**config.mk**
```make
export PLATFORM = sky130hd
export DESIGN_NAME = time_of_day_counter_flat
export DESIGN_NICKNAME = d
export VERILOG_FILES = /design/src/rtl/clock_pkg.sv /design/src/rtl/time_of_day_counter_if.sv /design/src/rtl/mod_counter.sv /design/src/rtl/time_of_day_counter.sv /design/src/flat_wrapper.sv
export SDC_FILE = /design/constraint.sdc
export NUM_CORES = 1
export LEC_CHECK = 0
export CAP_MARGIN = 20
export CORE_UTILIZATION = 45
export DETAILED_ROUTE_END_ITERATION = 12
export GPL_TIMING_DRIVEN = 0
export PLACE_DENSITY_LB_ADDON = 0.2
export SYNTH_ARGS = -nofsm -noshare
export SYNTH_HDL_FRONTEND = slang
export SYNTH_SLANG_ARGS = --single-unit
```
**constraint.sdc**
```tcl
create_clock -name clk -period 6.9 [get_ports clk]
set_clock_uncertainty 0.15 [all_clocks]
set_input_delay 1.38 -clock clk [delete_from_list [all_inputs] [get_ports clk]]
set_output_delay 1.38 -clock clk [all_outputs]
set_load 0.005 [all_outputs]
```
**src/rtl/clock_pkg.sv**
```systemverilog
// Shared widths, limits and hour-format helper
// for the time-of-day counter slice.
package clock_pkg;

  localparam int SEC_MAX  = 59;
  localparam int MIN_MAX  = 59;
  localparam int HOUR_MAX = 23;

  localparam int SEC_W  = 6;
  localparam int MIN_W  = 6;
  localparam int HOUR_W = 5;

  // Returns {pm, hours_12h} for a 0..23 hour value.
  function automatic logic [HOUR_W:0] to_12h(
    input logic [HOUR_W-1:0] h24
  );
    logic              pm_b;
    logic [HOUR_W-1:0] h12;
    pm_b = (h24 >= 5'd12);
    unique case (1'b1)
      (h24 == 5'd0) || (h24 == 5'd12): h12 = 5'd12;
      (h24 > 5'd12):                    h12 = h24 - 5'd12;
      default:                          h12 = h24;
    endcase
    return {pm_b, h12};
  endfunction

endpackage

```
**src/rtl/time_of_day_counter_if.sv**
```systemverilog
// Control and display bundle between the
// board logic and the time-of-day counter.
interface time_of_day_counter_if;
  import clock_pkg::*;

  logic              on;
  logic [5:0]        time_set;
  logic              hour_set;
  logic              minute_set;
  logic              mode_12h;
  logic [SEC_W-1:0]  seconds;
  logic [MIN_W-1:0]  minutes;
  logic [HOUR_W-1:0] hours;
  logic              pm;
  logic              sec_tick;
  logic              set_err;

  modport master (
    output on, time_set, hour_set,
    output minute_set, mode_12h,
    input  seconds, minutes, hours,
    input  pm, sec_tick, set_err
  );

  modport slave (
    input  on, time_set, hour_set,
    input  minute_set, mode_12h,
    output seconds, minutes, hours,
    output pm, sec_tick, set_err
  );

endinterface

```
**src/rtl/mod_counter.sv**
```systemverilog
// Modulo-(MAX+1) counter with load and an
// equality-based carry out.
module mod_counter #(
  parameter int MAX = 59,
  parameter int W   = 6
) (
  input  logic         clk,
  input  logic         rstn,
  input  logic         inc,
  input  logic         load,
  input  logic [W-1:0] load_val,
  output logic [W-1:0] q,
  output logic         carry
);

  assign carry = inc && (q == W'(MAX));

  // Load wins over increment; wrap only on equality with MAX.
  always_ff @(posedge clk) begin
    if (!rstn)
      q <= '0;
    else if (load)
      q <= load_val;
    else if (inc)
      q <= carry ? '0 : q + W'(1);
  end

endmodule

```
**src/rtl/time_of_day_counter.sv**
```systemverilog
// Single-clock prescaler + sec/min/hour chain
// with field-wise setting and 12/24 h display.
module time_of_day_counter
  import clock_pkg::*;
#(
  parameter int TICK_DIV = 32768
) (
  input logic                 clk,
  input logic                 rstn,
  time_of_day_counter_if.slave bus
);

  localparam int PRE_W = $clog2(TICK_DIV);

  logic              m_ok, h_ok;
  logic              m_load, h_load;
  logic              run, tick;
  logic              sec_carry, min_carry, hour_carry;
  logic [PRE_W-1:0]  pre_q;
  logic [SEC_W-1:0]  sec_q;
  logic [MIN_W-1:0]  min_q;
  logic [HOUR_W-1:0] hour_q;
  logic [HOUR_W:0]   map12;
  logic              tick_q, err_q;
  logic              unused_ok;

  assign m_ok   = bus.time_set <= 6'(MIN_MAX);
  assign h_ok   = bus.time_set <= 6'(HOUR_MAX);
  assign m_load = bus.minute_set && m_ok;
  assign h_load = bus.hour_set && h_ok;
  assign run    = bus.on && !bus.minute_set;

  mod_counter #(.MAX(TICK_DIV-1), .W(PRE_W)) u_pre (
    .clk(clk), .rstn(rstn),
    .inc(run), .load(m_load),
    .load_val('0),
    .q(pre_q), .carry(tick)
  );

  mod_counter #(.MAX(SEC_MAX), .W(SEC_W)) u_sec (
    .clk(clk), .rstn(rstn),
    .inc(tick), .load(m_load),
    .load_val('0),
    .q(sec_q), .carry(sec_carry)
  );

  mod_counter #(.MAX(MIN_MAX), .W(MIN_W)) u_min (
    .clk(clk), .rstn(rstn),
    .inc(sec_carry), .load(m_load),
    .load_val(bus.time_set),
    .q(min_q), .carry(min_carry)
  );

  mod_counter #(.MAX(HOUR_MAX), .W(HOUR_W)) u_hour (
    .clk(clk), .rstn(rstn),
    .inc(min_carry && !bus.hour_set),
    .load(h_load),
    .load_val(bus.time_set[HOUR_W-1:0]),
    .q(hour_q), .carry(hour_carry)
  );

  assign unused_ok = &{1'b0, pre_q, hour_carry};

  // Registered tick and range-error pulses.
  always_ff @(posedge clk) begin
    if (!rstn) begin
      tick_q <= 1'b0;
      err_q  <= 1'b0;
    end else begin
      tick_q <= tick;
      err_q  <= (bus.minute_set && !m_ok) ||
                (bus.hour_set && !h_ok);
    end
  end

  assign map12        = to_12h(hour_q);
  assign bus.seconds  = sec_q;
  assign bus.minutes  = min_q;
  assign bus.hours    = bus.mode_12h ? map12[HOUR_W-1:0] : hour_q;
  assign bus.pm       = map12[HOUR_W];
  assign bus.sec_tick = tick_q;
  assign bus.set_err  = err_q;

endmodule

```
**src/flat_wrapper.sv**
```systemverilog
// flat-port wrapper written by rule: the top's interface ports become plain ports
module time_of_day_counter_flat import clock_pkg::*;
#(
  parameter int TICK_DIV = 32768
)
  (clk, rstn, bus_on, bus_time_set, bus_hour_set, bus_minute_set, bus_mode_12h, bus_seconds, bus_minutes, bus_hours, bus_pm, bus_sec_tick, bus_set_err);
  time_of_day_counter_if bus_i ();
  input logic clk;
  input logic rstn;
  input wire logic [$bits(bus_i.on)-1:0] bus_on;
  input wire logic [$bits(bus_i.time_set)-1:0] bus_time_set;
  input wire logic [$bits(bus_i.hour_set)-1:0] bus_hour_set;
  input wire logic [$bits(bus_i.minute_set)-1:0] bus_minute_set;
  input wire logic [$bits(bus_i.mode_12h)-1:0] bus_mode_12h;
  output wire logic [$bits(bus_i.seconds)-1:0] bus_seconds;
  output wire logic [$bits(bus_i.minutes)-1:0] bus_minutes;
  output wire logic [$bits(bus_i.hours)-1:0] bus_hours;
  output wire logic [$bits(bus_i.pm)-1:0] bus_pm;
  output wire logic [$bits(bus_i.sec_tick)-1:0] bus_sec_tick;
  output wire logic [$bits(bus_i.set_err)-1:0] bus_set_err;
  assign bus_i.on = bus_on;
  assign bus_i.time_set = bus_time_set;
  assign bus_i.hour_set = bus_hour_set;
  assign bus_i.minute_set = bus_minute_set;
  assign bus_i.mode_12h = bus_mode_12h;
  assign bus_seconds = bus_i.seconds;
  assign bus_minutes = bus_i.minutes;
  assign bus_hours = bus_i.hours;
  assign bus_pm = bus_i.pm;
  assign bus_sec_tick = bus_i.sec_tick;
  assign bus_set_err = bus_i.set_err;
  time_of_day_counter #(.TICK_DIV(TICK_DIV)) u_core (.clk(clk), .rstn(rstn), .bus(bus_i));
endmodule
```
==> results of run 1 <==
-- worst paths after layout --
kind	start	endpoint	slack, ps	depth (start not counted)
max	bus_mode_12h	bus_hours[4]	2260	5
min	u_core.u_pre.q[1]	u_core.u_pre.q[1]	350	2
max reg2reg	u_core.u_pre.q[0]	u_core.u_min.q[3]	4410	7
min reg2reg	u_core.u_pre.q[1]	u_core.u_pre.q[1]	350	2
-- power groups by stage --
stage / sequential (mW) / clock [mW] / combinational (mW)
CTS: 0.209 / 0.176 / 0.0556
global placement: 0.213 / 0 / 0.0545
global route: 0.210 / 0.182 / 0.0621
floorplan: 0.212 / 0 / 0.0284
detailed placement: 0.213 / 0 / 0.0548
finish: 0.209 / 0.171 / 0.0553
-- sequential cells by signal, indices dropped and copies added, names as in the netlist --
| register | flops |
|---|---|
| u_core.bus.set_err | 1 |
| u_core.u_pre.q | 15 |
| u_core.u_min.q | 6 |
| u_core.u_hour.q | 5 |
| u_core.u_sec.q | 6 |
| u_core.bus.sec_tick | 1 |
-- worst max-delay path, stage by stage --
cell	delay (ps)
clkdlybuf4s50_1	520
inv_1	90
or4_1	450
o21ai_0	150
clkdlybuf4s50_1	510
-- cell usage in the layout (no fill, tap or decap), types with 9 or more instances in the layout --
master	count
inv_1	10
nor2_1	30
xor2_1	9
nand3_1	15
xnor2_1	10
nand2_1	25
nand4_1	11
o21ai_0	14
dfxtp_1	34
clkdlybuf4s50_1	31
-- metal layers --
metal,vias to the layer above,GRT usage (%),wire length (um)
met5,-,0,0
met2,46,34.8,2050
li1,940,-,-
met3,11,4.22,218
met1,840,28.2,2070
met4,0,9.31,104
-- kinds of logic after synthesis --
group	Yosys count	share of synthesized area [%]
AOI/OAI and AO/OA	40	12.6
muxes	5	2.70
adders and majority gates	8	5.15
xor gates and xnor gates	19	8.56
DFF	34	35.0
and+or+nand+nor	119	32.4
buffers and inverters	17	3.54
-- layout make-up --
cell class,instances,area (um^2),share of cell area (%)
inverters,10,37.5,1.55
repair buffers,31,310,12.8
clock buffers,8,110,4.54
flip-flops and latches,34,681,28.0
plain buffers,7,31.3,1.29
well taps,50,62.6,2.58
multi-input cells,191,1190,49.2
-- metrics by stage --
stage                     hold slack, ps  instances  power, mW
after floorplan                      321        242      0.240
after global placement               341        323      0.267
after detailed placement             345        323      0.268
after CTS                            354        331      0.440
after global routing                 393        331      0.454
final                                352        331      0.436
==> out/qor.csv, run 1 <==
stage;metric;value;unit
worst_setup_path;Critical Path End Type;primary output;
synth;Mapped Area;1940;um^2
clock_network;worst skew pair latency;290;ps
final_layout;layout cells sized above 1;5.69;%
synth;Post-Syn Nets;262;
synth;Seq/Total Area, Yosys;35.0;%
flow_run;total of max-cap violations;0;
worst_setup_path;startpoint class of the critical path;primary input;
drt;WL/cell;13.4;um
pwr;P_sw;104;uW
timing;final worst-path cycle share;67.3;%
clock_network;Sink Count;34;
final_layout;final net count;300;
timing;Peak Freq;0.215;GHz
timing;final worst slack;2260;ps
pwr;worst vdd ir;0.000140;V
timing;setup violators final;0;
drt;drt first-iter violations;125;
timing;Setup Total Neg Slack;0;ps
drt;vias per cell;5.55;
final_layout;fillcell total;399;
clock_network;Post-CTS Hold Fix Bufs;0;
synth;most frequent cell after synthesis;dfxtp_1;
drt;DRC violations left;0;
pwr;Leak Pwr;0.867;nW
drt;via count;1837;
floorplan;DIE WIDTH;67.7;um
hold_path;Hold Crit Class;reg2reg;
drt;drt pass-1 iters;4;
synth;Yosys cell types;43;
pwr;logic gate share of total power;12.7;%
synth;register bit total from synthesis;34;
placement;pre-CTS setup slack;2260;ps
floorplan;die area;4590;um^2
grt;largest net degree at the start of global routing;11;
synth;Post-synth EDFFs;0;
pwr;sequential power share;47.9;%
synth;synth cell count leaders;dfxtp_1, nor2_1, nand2_1, nand3_1, o21ai_0;
synth;Post-Syn Instances;242;
drt;antenna-violating nets left;0;
grt;Overall Global Routing Usage;21.8;%
synth;Main synth FF type;dfxtp_1;
pwr;Cell Int Power;332;uW
clock_network;Inserted Clock Buffers;5;
synth;largest cells by area after synthesis;dfxtp_1, nor2_1, ha_1;
timing;slew margin rel.;46.6;%
worst_setup_path;WP data required;5370;ps
worst_setup_path;arrival time worst endpoint;3110;ps
clock_network;CTS resizes;0;
placement;DP Area;2320;um^2
final_layout;synth-to-layout area growth;24.8;%
worst_setup_path;Setup CP Type;in2out;
clock_network;CTS Root Cell;clkbuf_8;
synth;syn_area_per_cell;8.03;um^2
floorplan;# IOs;32;
clock_network;CTS tree;yes;
floorplan;Core Rows;23;
run_status;run status;finished clean;
floorplan;Starting Density;47.6;%
timing;Final Hold Viols;0;
pwr;clock network fraction of design power;39.4;%
placement;Final Wtd Congestion;0.821;
final_layout;post-route cell area;2430;um^2
placement;DP HPWL;3250;um
timing;crit path time final;4640;ps
clock_network;# H-tree levels;2;
pwr;Sw Share;23.8;%
synth;top cell type's share of synthesized area;35.0;%
synth;Yosys warning total;0;
grt;initial antenna violation count;0;
final_layout;Final Core Density;59.4;%
clock_network;Setup Buffers After CTS;0;
synth;fraction of registers with async set/reset;0;%
floorplan;Die Y;67.7;um
worst_setup_path;CP Max Fanout;4;
final_layout;Antenna Cells;0;
drt;total wire length;4440;um
synth;cell taking the most area after synthesis;dfxtp_1;
timing;RSZ-0062 raised after global routing;no;
placement;buffers added on ports;31;
pwr;Pwr Density;179;nW/um^2
timing;Worst-Margin Slew;794;ps
grt;grt ovf;0;
grt;first-pass GRT wire length;7420;um
grt;number of global-route vias before repair;1605;
clock_network;Reg clk slew, reported paths;70;ps
floorplan;core area;4090;um^2
timing;Pins Over Slew Limit;0;
clock_network;clk buf depth;2;
Power figures use the tool's default switching activity.
==> run 2: changes to the inputs <==
clock period = 4.2 ns   (was 6.9 ns; I/O delays follow)
==> results of run 2 <==
Same layout as run 1 (identical final DEF). Status: finished clean.
Main changes from that run: setup slack after placement 2260 ps -> 640 ps; setup slack after layout 2260 ps -> 638 ps; register-to-register setup slack 4410 ps -> 1710 ps; total power 0.436 mW -> 0.716 mW; worst IR drop on VDD 0.000140 V -> 0.000230 V
==> run 3: changes to the inputs <==
clock period = 3.2 ns   (was 4.2 ns; I/O delays follow)
==> run 3 against run 2 <==
Clock-buffer cell count unchanged. Sequential share of layout area about the same. Clock power up 31%. Register-to-register slack worse by 1000 ps. Die area unchanged. Sequential cell count unchanged. Total power up 31%. Wire length about the same. Hold slack unchanged. Setup slack worse by 380 ps. Highest routed layer unchanged. Utilization up 0.061 points.
==> out/qor.csv, run 3 (same netlist as run 1, synthesis figures left out) <==
stage;metric;value;unit;change
run_status;run status;finished clean;;unchanged
final_layout;Antenna Cells;0;;unchanged
timing;setup violators final;0;;unchanged
floorplan;# IOs;32;;unchanged
hold_path;Hold Crit Class;reg2reg;;unchanged
worst_setup_path;arrival time worst endpoint;2150;ps;was 2570 ps
timing;Setup Total Neg Slack;0;ps;unchanged
final_layout;most frequent cells in the layout;dfxtp_1, nor2_1, clkdlybuf4s50_1;;was dfxtp_1, clkdlybuf4s50_1, nor2_1
final_layout;final net count;300;;unchanged
pwr;Power, Total;939;uW;was 716 uW
final_layout;layout cells sized above 1;5.69;%;unchanged
drt;vias per cell;5.57;;was 5.55
clock_network;worst skew pair latency;290;ps;about the same
floorplan;die area;4590;um^2;unchanged
drt;WL/cell;13.4;um;about the same
floorplan;core area;4090;um^2;unchanged
drt;total wire length;4450;um;was 4440 um
timing;Final Hold Viols;0;;unchanged
pwr;Sw Share;23.9;%;was 23.8%
grt;number of global-route vias before repair;1605;;unchanged
worst_setup_path;Critical Path End Type;primary output;;unchanged
pwr;Cell Int Power;715;uW;was 545 uW
grt;grt met1 use;28.2;%;unchanged
final_layout;most common cell after layout, fill and taps aside;dfxtp_1;;unchanged
grt;initial antenna violation count;0;;unchanged
final_layout;max reg flops;15;;unchanged
pwr;P_sw;224;uW;was 171 uW
hold_path;Worst Hold Depth;2;;unchanged
clock_network;CTS tree;yes;;unchanged
clock_network;CTS Root Cell;clkbuf_8;;unchanged
drt;via count;1845;;was 1,837
grt;largest net degree at the start of global routing;11;;unchanged
clock_network;Setup Buffers After CTS;0;;unchanged
grt;Overall Global Routing Usage;21.8;%;unchanged
worst_setup_path;WP data required;2410;ps;was 3210 ps
placement;Cells after DPL;323;;unchanged
worst_setup_path;r2r worst-path depth;7;;unchanged
flow_run;total of max-cap violations;0;;unchanged
final_layout;top flop regs;u_core.u_pre.q (15), u_core.u_min.q (6), u_core.u_sec.q (6);;unchanged
pwr;logic gate share of total power;12.7;%;about the same
floorplan;DIE WIDTH;67.7;um;unchanged
clock_network;Inserted Clock Buffers;5;;unchanged
drt;drt pass-1 iters;4;;unchanged
timing;RSZ-0062 raised after global routing;no;;unchanged
timing;slew margin rel.;46.6;%;unchanged
pwr;worst vdd ir;0.000303;V;was 0.000230 V
timing;Pins Over Slew Limit;0;;unchanged
pwr;sequential power share;47.9;%;about the same
hold_path;Hold Path Origin;u_core.u_pre.q[1];;unchanged
worst_setup_path;Setup CP Type;reg2out;;was in2out
clock_network;Sink Count;34;;unchanged
drt;DRC violations left;0;;unchanged
grt;GR peak layer;met2;;unchanged
worst_setup_path;R2R Path End;u_core.u_min.q[3];;unchanged
worst_setup_path;startpoint class of the critical path;register;;was primary input
final_layout;fillcell total;398;;was 399
drt;drt first-iter violations;125;;unchanged
final_layout;synth-to-layout area growth;25.0;%;was 24.8%
placement;buffers added on ports;31;;unchanged
drt;antenna-violating nets left;0;;unchanged
floorplan;Core Rows;23;;unchanged
timing;final worst-path cycle share;91.9;%;
floorplan;Starting Density;47.6;%;unchanged
hold_path;Hold EP;u_core.u_pre.q[1];;unchanged
pwr;Pwr Density;387;nW/um^2;was 295 nW/um^2
clock_network;clk buf depth;2;;unchanged
floorplan;Die Y;67.7;um;unchanged
pwr;Leak Pwr;0.877;nW;was 0.867 nW
worst_setup_path;Reg2Reg Launch Point;u_core.u_pre.q[0];;unchanged
timing;crit path time final;2940;ps;
grt;M2 GR Usage;34.8;%;unchanged
clock_network;Post-CTS Hold Fix Bufs;0;;unchanged
clock_network;# H-tree levels;2;;unchanged
clock_network;Reg clk slew, reported paths;70;ps;about the same
final_layout;final non-filler cell total;331;;unchanged
grt;first-pass GRT wire length;7420;um;unchanged
grt;global-route met3 utilization;4.22;%;unchanged
worst_setup_path;FF-to-FF setup slack;710;ps;was 1710 ps
worst_setup_path;CP Max Fanout;8;;was 4
placement;DP HPWL;3250;um;unchanged
grt;grt ovf;0;;unchanged
pwr;clock network fraction of design power;39.4;%;about the same
placement;Final Wtd Congestion;0.821;;unchanged
timing;Worst-Margin Slew;794;ps;about the same
final_layout;Top reg by flops;u_core.u_pre.q;;unchanged
timing;Peak Freq;0.340;GHz;
[run 3: cell types whose count changed in the layout (fill, tap and decap cells not counted)]
cell	before	now
dlymetal6s2s_1	0	1
clkdlybuf4s50_1	31	30
[run 3: per-layer routing]
layer  routed length, um  vias to the layer above  part of all wire (%)
li1                    -                      941                     -
met1                2060                      845                    46
met2                2060                       48                    46
met3                 223                       11                   5.0
met4                 104                        0                   2.3
met5                   0                        -                     0
[run 3: what timing repair did]
item | 4_1_cts | 5_1_grt
setup endpoints to repair | 0 | 1
resized for setup | 0 | 1
hold endpoints to repair | 0 | 0
[run 3: power by group through the flow]
stage / Sequential [mW] / Combinational, mW / Clock (mW)
5_1_grt: 0.452 / 0.134 / 0.392
4_1_cts: 0.450 / 0.120 / 0.379
3_3_place_gp: 0.459 / 0.117 / 0
6_report: 0.450 / 0.119 / 0.370
2_1_floorplan: 0.456 / 0.0612 / 0
3_5_place_dp: 0.460 / 0.118 / 0
[run 3: worst max path at each step]
stage                             startpoint                end  slack, ps  depth (start not counted)
after floorplan               bus_minute_set  u_core.u_min.q[3]        760                          7
after global placement          bus_mode_12h       bus_hours[4]         60                          5
after detailed placement        bus_mode_12h       bus_hours[4]         40                          5
after CTS                       bus_mode_12h       bus_hours[4]         40                          5
after global routing      u_core.u_hour.q[2]       bus_hours[0]         70                          6
final                     u_core.u_hour.q[2]       bus_hours[1]        260                          6
[run 3: layout make-up]
type,count,area [um^2],area share [%]
multi-input cells,191,1190,49.2
flip-flops and latches,34,681,28.0
repair buffers,31,313,12.9
clock buffers,8,110,4.53
well taps,50,62.6,2.57
inverters,10,37.5,1.54
plain buffers,7,31.3,1.29
[run 3: through the flow]
step	utilization (%)	hold WS [ps]	cell area [um^2]	worst slack, ps
after global routing	59.5	393	2430	74.6
after global placement	56.7	341	2320	55.8
final	59.5	352	2430	261
after CTS	59.4	354	2430	35.3
after floorplan	-	321	1940	759
after detailed placement	56.7	345	2320	40.1
[run 3: worst max-delay path: stages (launching register included)]
cell,delay (ps)
dfxtp_1,480
inv_1,160
ha_1,240
a21boi_0,120
o211ai_1,220
and2_1,150
clkdlybuf4s50_1,490
